===== config.mk =====
export PLATFORM = sky130hd
export DESIGN_NAME = div_issue_ctrl
export DESIGN_NICKNAME = d
export VERILOG_FILES = /design/src/rtl/div_issue_ctrl_pkg.sv /design/src/rtl/div_issue_ctrl_divider.sv /design/src/rtl/div_issue_ctrl.sv
export SDC_FILE = /design/constraint.sdc
export NUM_CORES = 2
export LEC_CHECK = 0
export ABC_CLOCK_PERIOD_IN_PS = 17000
export BUFFER_PORTS_ARGS = -buffer_cell sky130_fd_sc_hd__buf_2
export CORE_MARGIN = 2
export CORE_UTILIZATION = 66
export DETAILED_ROUTE_END_ITERATION = 7
export PLACE_DENSITY = 0.87
export REMOVE_ABC_BUFFERS = 1
export SLEW_MARGIN = 20
export SYNTH_ARGS = -nofsm -noshare
export SYNTH_HDL_FRONTEND = slang
export SYNTH_SLANG_ARGS = --single-unit

===== constraint.sdc =====
create_clock -name clk -period 17 [get_ports clk]
set_input_delay 0.85 -clock clk [delete_from_list [all_inputs] [get_ports clk]]
set_output_delay 0.85 -clock clk [all_outputs]
set_load 0.03 [all_outputs]

===== src/rtl/div_issue_ctrl_pkg.sv =====
// ---------------------------------------------------------------------------
// div_issue_ctrl_pkg
//   Shared types and constants for the divide issue controller and its
//   pipelined divider datapath.
//     div_op_t        : opcode encoding presented by decode
//     DIV_LATENCY     : default number of divider register stages
//     shadow_entry_t  : per-stage sideband carried alongside the divider
//     div_stage_t     : per-stage divider working state
// ---------------------------------------------------------------------------
package div_issue_ctrl_pkg;

  localparam int unsigned XLEN        = 32;
  localparam int unsigned DIV_LATENCY = 8;

  typedef enum logic [1:0] {
    OP_DIV  = 2'd0,
    OP_DIVU = 2'd1,
    OP_REM  = 2'd2,
    OP_REMU = 2'd3
  } div_op_t;

  typedef struct packed {
    logic       v;
    logic [4:0] rd;
    logic       is_rem;
    logic       dz;
  } shadow_entry_t;

  // quo starts as |dividend| and is shifted out MSB-first while quotient
  // bits are shifted in at the LSB; rem is the partial remainder.
  typedef struct packed {
    logic [XLEN-1:0] rem;
    logic [XLEN-1:0] quo;
    logic [XLEN-1:0] dvsr;
    logic            neg_q;
    logic            neg_r;
  } div_stage_t;

endpackage


===== src/rtl/div_issue_ctrl_divider.sv =====
// ---------------------------------------------------------------------------
// DividerPipelined
//   Restoring radix-2 divider spread over LATENCY register stages. Each stage
//   resolves ceil(32/LATENCY) quotient bits. Operands are converted to
//   magnitudes at the input and signs are re-applied at the output, so:
//     x / 0  -> quotient magnitude all-ones, remainder = x
//     INT_MIN / -1 -> quotient 0x8000_0000, remainder 0
//   Ports:
//     clk, rst         : clock, synchronous active-high reset of stage data
//     stall            : freeze every stage
//     i_signed         : treat operands as two's complement
//     i_dividend/i_divisor : operands, captured every non-stalled cycle
//     o_quotient/o_remainder : results of the operation LATENCY cycles back
// ---------------------------------------------------------------------------
module DividerPipelined #(
  parameter int unsigned LATENCY = 8
) (
  input  logic        clk,
  input  logic        rst,
  input  logic        stall,
  input  logic        i_signed,
  input  logic [31:0] i_dividend,
  input  logic [31:0] i_divisor,
  output logic [31:0] o_quotient,
  output logic [31:0] o_remainder
);
  import div_issue_ctrl_pkg::*;

  localparam int unsigned BPS = (XLEN + LATENCY - 1) / LATENCY;

  div_stage_t entry;
  div_stage_t last;
  logic       neg_a;
  logic       neg_b;

  always_comb begin
    neg_a       = i_signed & i_dividend[XLEN-1];
    neg_b       = i_signed & i_divisor[XLEN-1];
    entry       = '0;
    entry.quo   = neg_a ? -i_dividend : i_dividend;
    entry.dvsr  = neg_b ? -i_divisor  : i_divisor;
    entry.neg_q = neg_a ^ neg_b;
    entry.neg_r = neg_a;
  end

  for (genvar s = 0; s < LATENCY; s++) begin : g_stage
    localparam int unsigned FIRST_BIT = s * BPS;

    div_stage_t      stage_in;
    div_stage_t      stage_d;
    div_stage_t      stage_q;
    logic [XLEN:0]   trial;

    if (s == 0) begin : g_first
      assign stage_in = entry;
    end else begin : g_next
      assign stage_in = g_stage[s-1].stage_q;
    end

    // The last stage may carry fewer than BPS iterations when LATENCY does
    // not divide 32; excess iterations pass the state through untouched.
    always_comb begin
      stage_d = stage_in;
      trial   = '0;
      for (int unsigned j = 0; j < BPS; j++) begin
        if (FIRST_BIT + j < XLEN) begin
          trial       = {stage_d.rem, stage_d.quo[XLEN-1]};
          stage_d.quo = {stage_d.quo[XLEN-2:0], 1'b0};
          if (trial >= {1'b0, stage_d.dvsr}) begin
            // Difference is below dvsr, so 32-bit wraparound is exact.
            stage_d.rem    = trial[XLEN-1:0] - stage_d.dvsr;
            stage_d.quo[0] = 1'b1;
          end else begin
            stage_d.rem = trial[XLEN-1:0];
          end
        end
      end
    end

    always_ff @(posedge clk) begin
      if (rst) begin
        stage_q <= '0;
      end else if (!stall) begin
        stage_q <= stage_d;
      end
    end
  end

  assign last        = g_stage[LATENCY-1].stage_q;
  assign o_quotient  = last.neg_q ? -last.quo : last.quo;
  assign o_remainder = last.neg_r ? -last.rem : last.rem;

endmodule


===== src/rtl/div_issue_ctrl.sv =====
// ---------------------------------------------------------------------------
// div_issue_ctrl
//   Issue/response controller around a fully pipelined divider. A shadow
//   pipe of DIV_LATENCY entries travels in lockstep with the divider stages
//   and carries valid, destination tag and result-selection sideband.
//   Ports:
//     clk, rst_n            : clock, synchronous active-low reset
//     req_valid/req_ready   : request handshake from decode
//     req_op, req_rs1/rs2   : opcode (DIV/DIVU/REM/REMU) and operands
//     req_rd                : destination tag
//     flush                 : kill every in-flight operation
//     resp_valid/resp_ready : result handshake to writeback
//     resp_rd, resp_data    : result tag and value
// ---------------------------------------------------------------------------
module div_issue_ctrl #(
  parameter int unsigned DIV_LATENCY = div_issue_ctrl_pkg::DIV_LATENCY
) (
  input  logic        clk,
  input  logic        rst_n,
  input  logic        req_valid,
  output logic        req_ready,
  input  logic [1:0]  req_op,
  input  logic [31:0] req_rs1,
  input  logic [31:0] req_rs2,
  input  logic [4:0]  req_rd,
  input  logic        flush,
  output logic        resp_valid,
  input  logic        resp_ready,
  output logic [4:0]  resp_rd,
  output logic [31:0] resp_data
);
  import div_issue_ctrl_pkg::*;

  div_op_t       op;
  shadow_entry_t pipe_q [DIV_LATENCY];
  shadow_entry_t entry_d;
  shadow_entry_t tail;
  logic          hold;
  logic          op_signed;
  logic [31:0]   div_quo;
  logic [31:0]   div_rem;

  assign op        = div_op_t'(req_op);
  assign op_signed = (op == OP_DIV) || (op == OP_REM);
  assign tail      = pipe_q[DIV_LATENCY-1];

  // A result waiting at the tail freezes the whole pipe and the divider.
  assign hold      = tail.v & ~resp_ready;
  assign req_ready = ~hold & ~flush;

  always_comb begin
    entry_d        = '0;
    entry_d.v      = req_valid & req_ready;
    entry_d.rd     = req_rd;
    entry_d.is_rem = (op == OP_REM) || (op == OP_REMU);
    entry_d.dz     = (req_rs2 == '0) & ~entry_d.is_rem;
  end

  // Flush only drops valid bits; tags and divider data are left in place.
  always_ff @(posedge clk) begin
    if (!rst_n) begin
      for (int unsigned i = 0; i < DIV_LATENCY; i++) begin
        pipe_q[i] <= '0;
      end
    end else if (flush) begin
      for (int unsigned i = 0; i < DIV_LATENCY; i++) begin
        pipe_q[i].v <= 1'b0;
      end
    end else if (!hold) begin
      pipe_q[0] <= entry_d;
      for (int unsigned i = 1; i < DIV_LATENCY; i++) begin
        pipe_q[i] <= pipe_q[i-1];
      end
    end
  end

  DividerPipelined #(
    .LATENCY (DIV_LATENCY)
  ) u_divider (
    .clk         (clk),
    .rst         (~rst_n),
    .stall       (hold),
    .i_signed    (op_signed),
    .i_dividend  (req_rs1),
    .i_divisor   (req_rs2),
    .o_quotient  (div_quo),
    .o_remainder (div_rem)
  );

  assign resp_valid = tail.v;
  assign resp_rd    = tail.rd;

  // Remainder by zero already equals the dividend from the datapath; only
  // the quotient needs the all-ones override.
  always_comb begin
    if (tail.is_rem) begin
      resp_data = div_rem;
    end else if (tail.dz) begin
      resp_data = '1;
    end else begin
      resp_data = div_quo;
    end
  end

endmodule


==> out/qor.yml <==
status:
  outcome: "finished, violations left"
  violations: "DRC"
logic_synthesis:
  ys_async_sr_fraction_pct: 0
  synthCells: 12400
  synth-edff-count: 63
  yosys.cell_types.count: 95
  synth-main-ff-cell: "dfxtp_1"
  syn-cell-area_mm2: 0.0916
  ys_warn_count: 0
  ys_seq_area_share_pct: 18.5
  yosys_register_bits: 816
  syn_avg_cell_area_um2: 7.41
worst_hold_path:
  min_to: "pipe_q[0][4]$_SDFFCE_PN0P_"
  hold_class: "input port to flop"
  worstHoldPathCells: 2
  hold_start: "req_rd[2]"
sta:
  period_needed_ns: 16.30
  setup-violations-final: 0
  slew-limit-headroom_pct: 23.2
  period_share_pct: 95.9
  finalHoldViolations: 0
  fin_skew_ns: 0.0458
  slew_viol_final: 0
  rsz0062_at_grt: "no"
  worstMarginPinSlew_ns: 1.14
  fmax_ghz: 0.0613
  fin_ws_ns: 0.699
cts:
  clk_pin_slew_ns: 0.07
  clk_latency_ns: 0.75
  post_cts_buffers: 0
  cts_tree: "done"
  root_buffer: "clkbuf_16"
  cts_buffer_depth: 3
  ctsHtreeMaxLevel: 3
  cts.sinks: 816
  cts_hold_buffers: 0
  cts_inserted_buffers: 90
critical_path:
  cp_top_family: "compound AO/OA/AOI/OAI gates"
  endpoint_kind: "flop"
  crit_slowest_cell: "nand3_1"
  reg2reg_slack_ns: 0.70
  path_class: "flop to flop"
  crit_cells: 52
  path_buf_inv: 6
  cp_data_required_time_ns: 17.60
  crit_path_frequent_cell: "a21oi_1"
  startpoint_type: "flop"
  crit_fanout: 27
  r2r_end: "u_divider.g_stage[3].stage_q[67]$_SDFFE_PN0N_"
  worst_path_largest_cell_delay_ns: 0.76
  r2r-start: "u_divider.g_stage[2].stage_q[3]$_SDFFE_PN0N_"
  cp.arrival_ns: 16.90
  reg2reg_depth: 52
layout:
  finalNonFillerCells: 14000
  layout-drive-gt1-share_pct: 6.96
  area_growth_syn_to_layout_pct: 5.61
  final_cell_mix: "nand2_1 (1619), a21oi_1 (1407), ha_1 (998)"
  fillCellCount: 11300
  layout_commonest_cell: "nand2_1"
  fin_nets: 13200
job:
  cap_violations: 0
place:
  hpwl_um: 253000
  dp.cells: 13800
  port_buffers: 114
  gp_congestion: 1.05
  pre_cts_slack_ns: 1.27
die:
  pin_count: 115
  coreArea_mm2: 0.138
  row_count: 136
  die-area_mm2: 0.142
  die_h_um: 377
  chipWidth_um: 377
  start_util_pct: 66.6
routing:
  num_vias: 96700
  antenna_left: 0
  drt_iter0_drc: 12000
  vias_per_cell: 6.89
  drc: 1
  drt_wl_total_um: 329000
  wl_per_cell_um: 23.5
  drt-pass1-iter-count: 8
global_routing:
  use_met2_pct: 67.1
  grt_start_max_net_pins: 168
  grt_usage_pct: 44.2
  grt_use_met3_pct: 10.6
  grt_pass1_vias: 89700
  top_usage_layer: "met2"
  antenna_found_initial: 11
  overflow: 0
  met1_usage_pct: 57.6
  grt_pass1_wl_um: 504000
[through the flow]
step                hold WS, ns  instance area, um^2  TNS [ns]  util (%)
floorplan                 0.417                89500  -2451.77         -
global placement          0.438                93400         0      67.8
detailed placement        0.444                93400         0      67.8
CTS                       0.357                96700         0      70.3
global route              0.365                96800         0      70.3
finish                    0.368                96800         0      70.3
[worst register-to-register path, delay by kind of cell (launching register included)]
family	cells	cell delay, ns
AND/OR/NAND/NOR	10	3.10
AO/OA/AOI/OAI	28	8.91
multiplexers	4	1.28
buffers and inverters	6	1.19
flip-flops	1	0.53
adder cells (fa/ha/maj)	4	1.17
[routing by layer]
| metal | vias up | part of all wire [%] |
|---|---|---|
| met2 | 5570 | 42 |
| met4 | 8 | 6.2 |
| met3 | 1240 | 11 |
| met1 | 45300 | 40 |
| met5 | - | 0.016 |
| li1 | 44500 | - |
[cell type report]
| class | instances | area [um^2] | area share (%) |
|---|---|---|---|
| Inverter | 614 | 2310 | 2.39 |
| Tap cell | 1794 | 2240 | 2.32 |
| Multi-Input combinational cell | 10400 | 70500 | 72.8 |
| Clock inverter | 60 | 920 | 0.950 |
| Antenna cell | 9 | 22.5 | 0.0233 |
| Sequential cell | 816 | 17000 | 17.5 |
| Clock buffer | 110 | 2440 | 2.52 |
| Timing Repair Buffer | 221 | 1410 | 1.46 |
[state kept, by name (all words and copies together), names as in the netlist]
| signal | count |
|---|---|
| pipe_q | 64 |
| u_divider.g_stage.stage_q | 752 |
[repair_timing]
item                                    4_1_cts  5_1_grt
hold endpoints to repair                      0        0
resized for setup                             0        1
endpoints found under the setup margin        0       18
[how the worst max path moves through the flow]
stage,from,endpoint
floorplan,resp_ready,pipe_q[0][0]$_SDFFCE_PN0P_
global placement,u_divider.g_stage[2].stage_q[3]$_SDFFE_PN0N_,u_divider.g_stage[3].stage_q[67]$_SDFFE_PN0N_
detailed placement,u_divider.g_stage[3].stage_q[3]$_SDFFE_PN0N_,u_divider.g_stage[4].stage_q[72]$_SDFFE_PN0N_
CTS,u_divider.g_stage[3].stage_q[3]$_SDFFE_PN0N_,u_divider.g_stage[4].stage_q[72]$_SDFFE_PN0N_
global route,u_divider.g_stage[2].stage_q[3]$_SDFFE_PN0N_,u_divider.g_stage[3].stage_q[67]$_SDFFE_PN0N_
finish,u_divider.g_stage[2].stage_q[3]$_SDFFE_PN0N_,u_divider.g_stage[3].stage_q[67]$_SDFFE_PN0N_
[synth_stat cells (all sizes together), types with 28 or more instances]
| cell type | count | area [um^2] |
|---|---|---|
| fa | 31 | 621 |
| o31a | 37 | 324 |
| or4 | 29 | 225 |
| a211oi | 216 | 1670 |
| mux2 | 304 | 3420 |
| a221o | 30 | 300 |
| buf | 63 | 340 |
| xor2 | 342 | 3000 |
| and3 | 86 | 538 |
| a21boi | 35 | 263 |
| nand2b | 143 | 895 |
| a41oi | 28 | 245 |
| nor4 | 61 | 388 |
| a21oi | 1413 | 7080 |
| or3 | 71 | 449 |
| o31ai | 114 | 861 |
| o21a | 168 | 1260 |
| clkbuf | 481 | 1810 |
| nor2 | 817 | 3070 |
| o21bai | 130 | 976 |
| dfxtp | 753 | 15100 |
| and2 | 119 | 744 |
| a31o | 35 | 307 |
| ha | 998 | 12500 |
| or2 | 55 | 344 |
| edfxtp | 63 | 1890 |
| xnor2 | 564 | 4940 |
| o21ai | 820 | 4140 |
| a31oi | 132 | 826 |
| nand4 | 164 | 1030 |
| a311oi | 47 | 412 |
| a221oi | 28 | 245 |
| mux2i | 235 | 2350 |
| a22oi | 42 | 315 |
| o41ai | 29 | 269 |
| nor3 | 210 | 1050 |
| nand2 | 1620 | 6080 |
| o211ai | 59 | 448 |
| nor2b | 127 | 795 |
| and4 | 35 | 307 |
| inv | 614 | 2300 |
| a21o | 457 | 3430 |
| nand3 | 244 | 1220 |
[cells by family after synthesis]
family                   share of synthesized area (%)
AND/OR/NAND/NOR                                   19.3
buffers and inverters                             4.86
adder cells (fa/ha/maj)                           14.3
multiplexers                                      6.30
AO/OA/AOI/OAI                                     28.1
flip-flops                                        18.5
XOR/XNOR                                          8.66
Power is not shown: default switching activity piles up to over one toggle a cycle in this logic, so the estimate is an artifact.
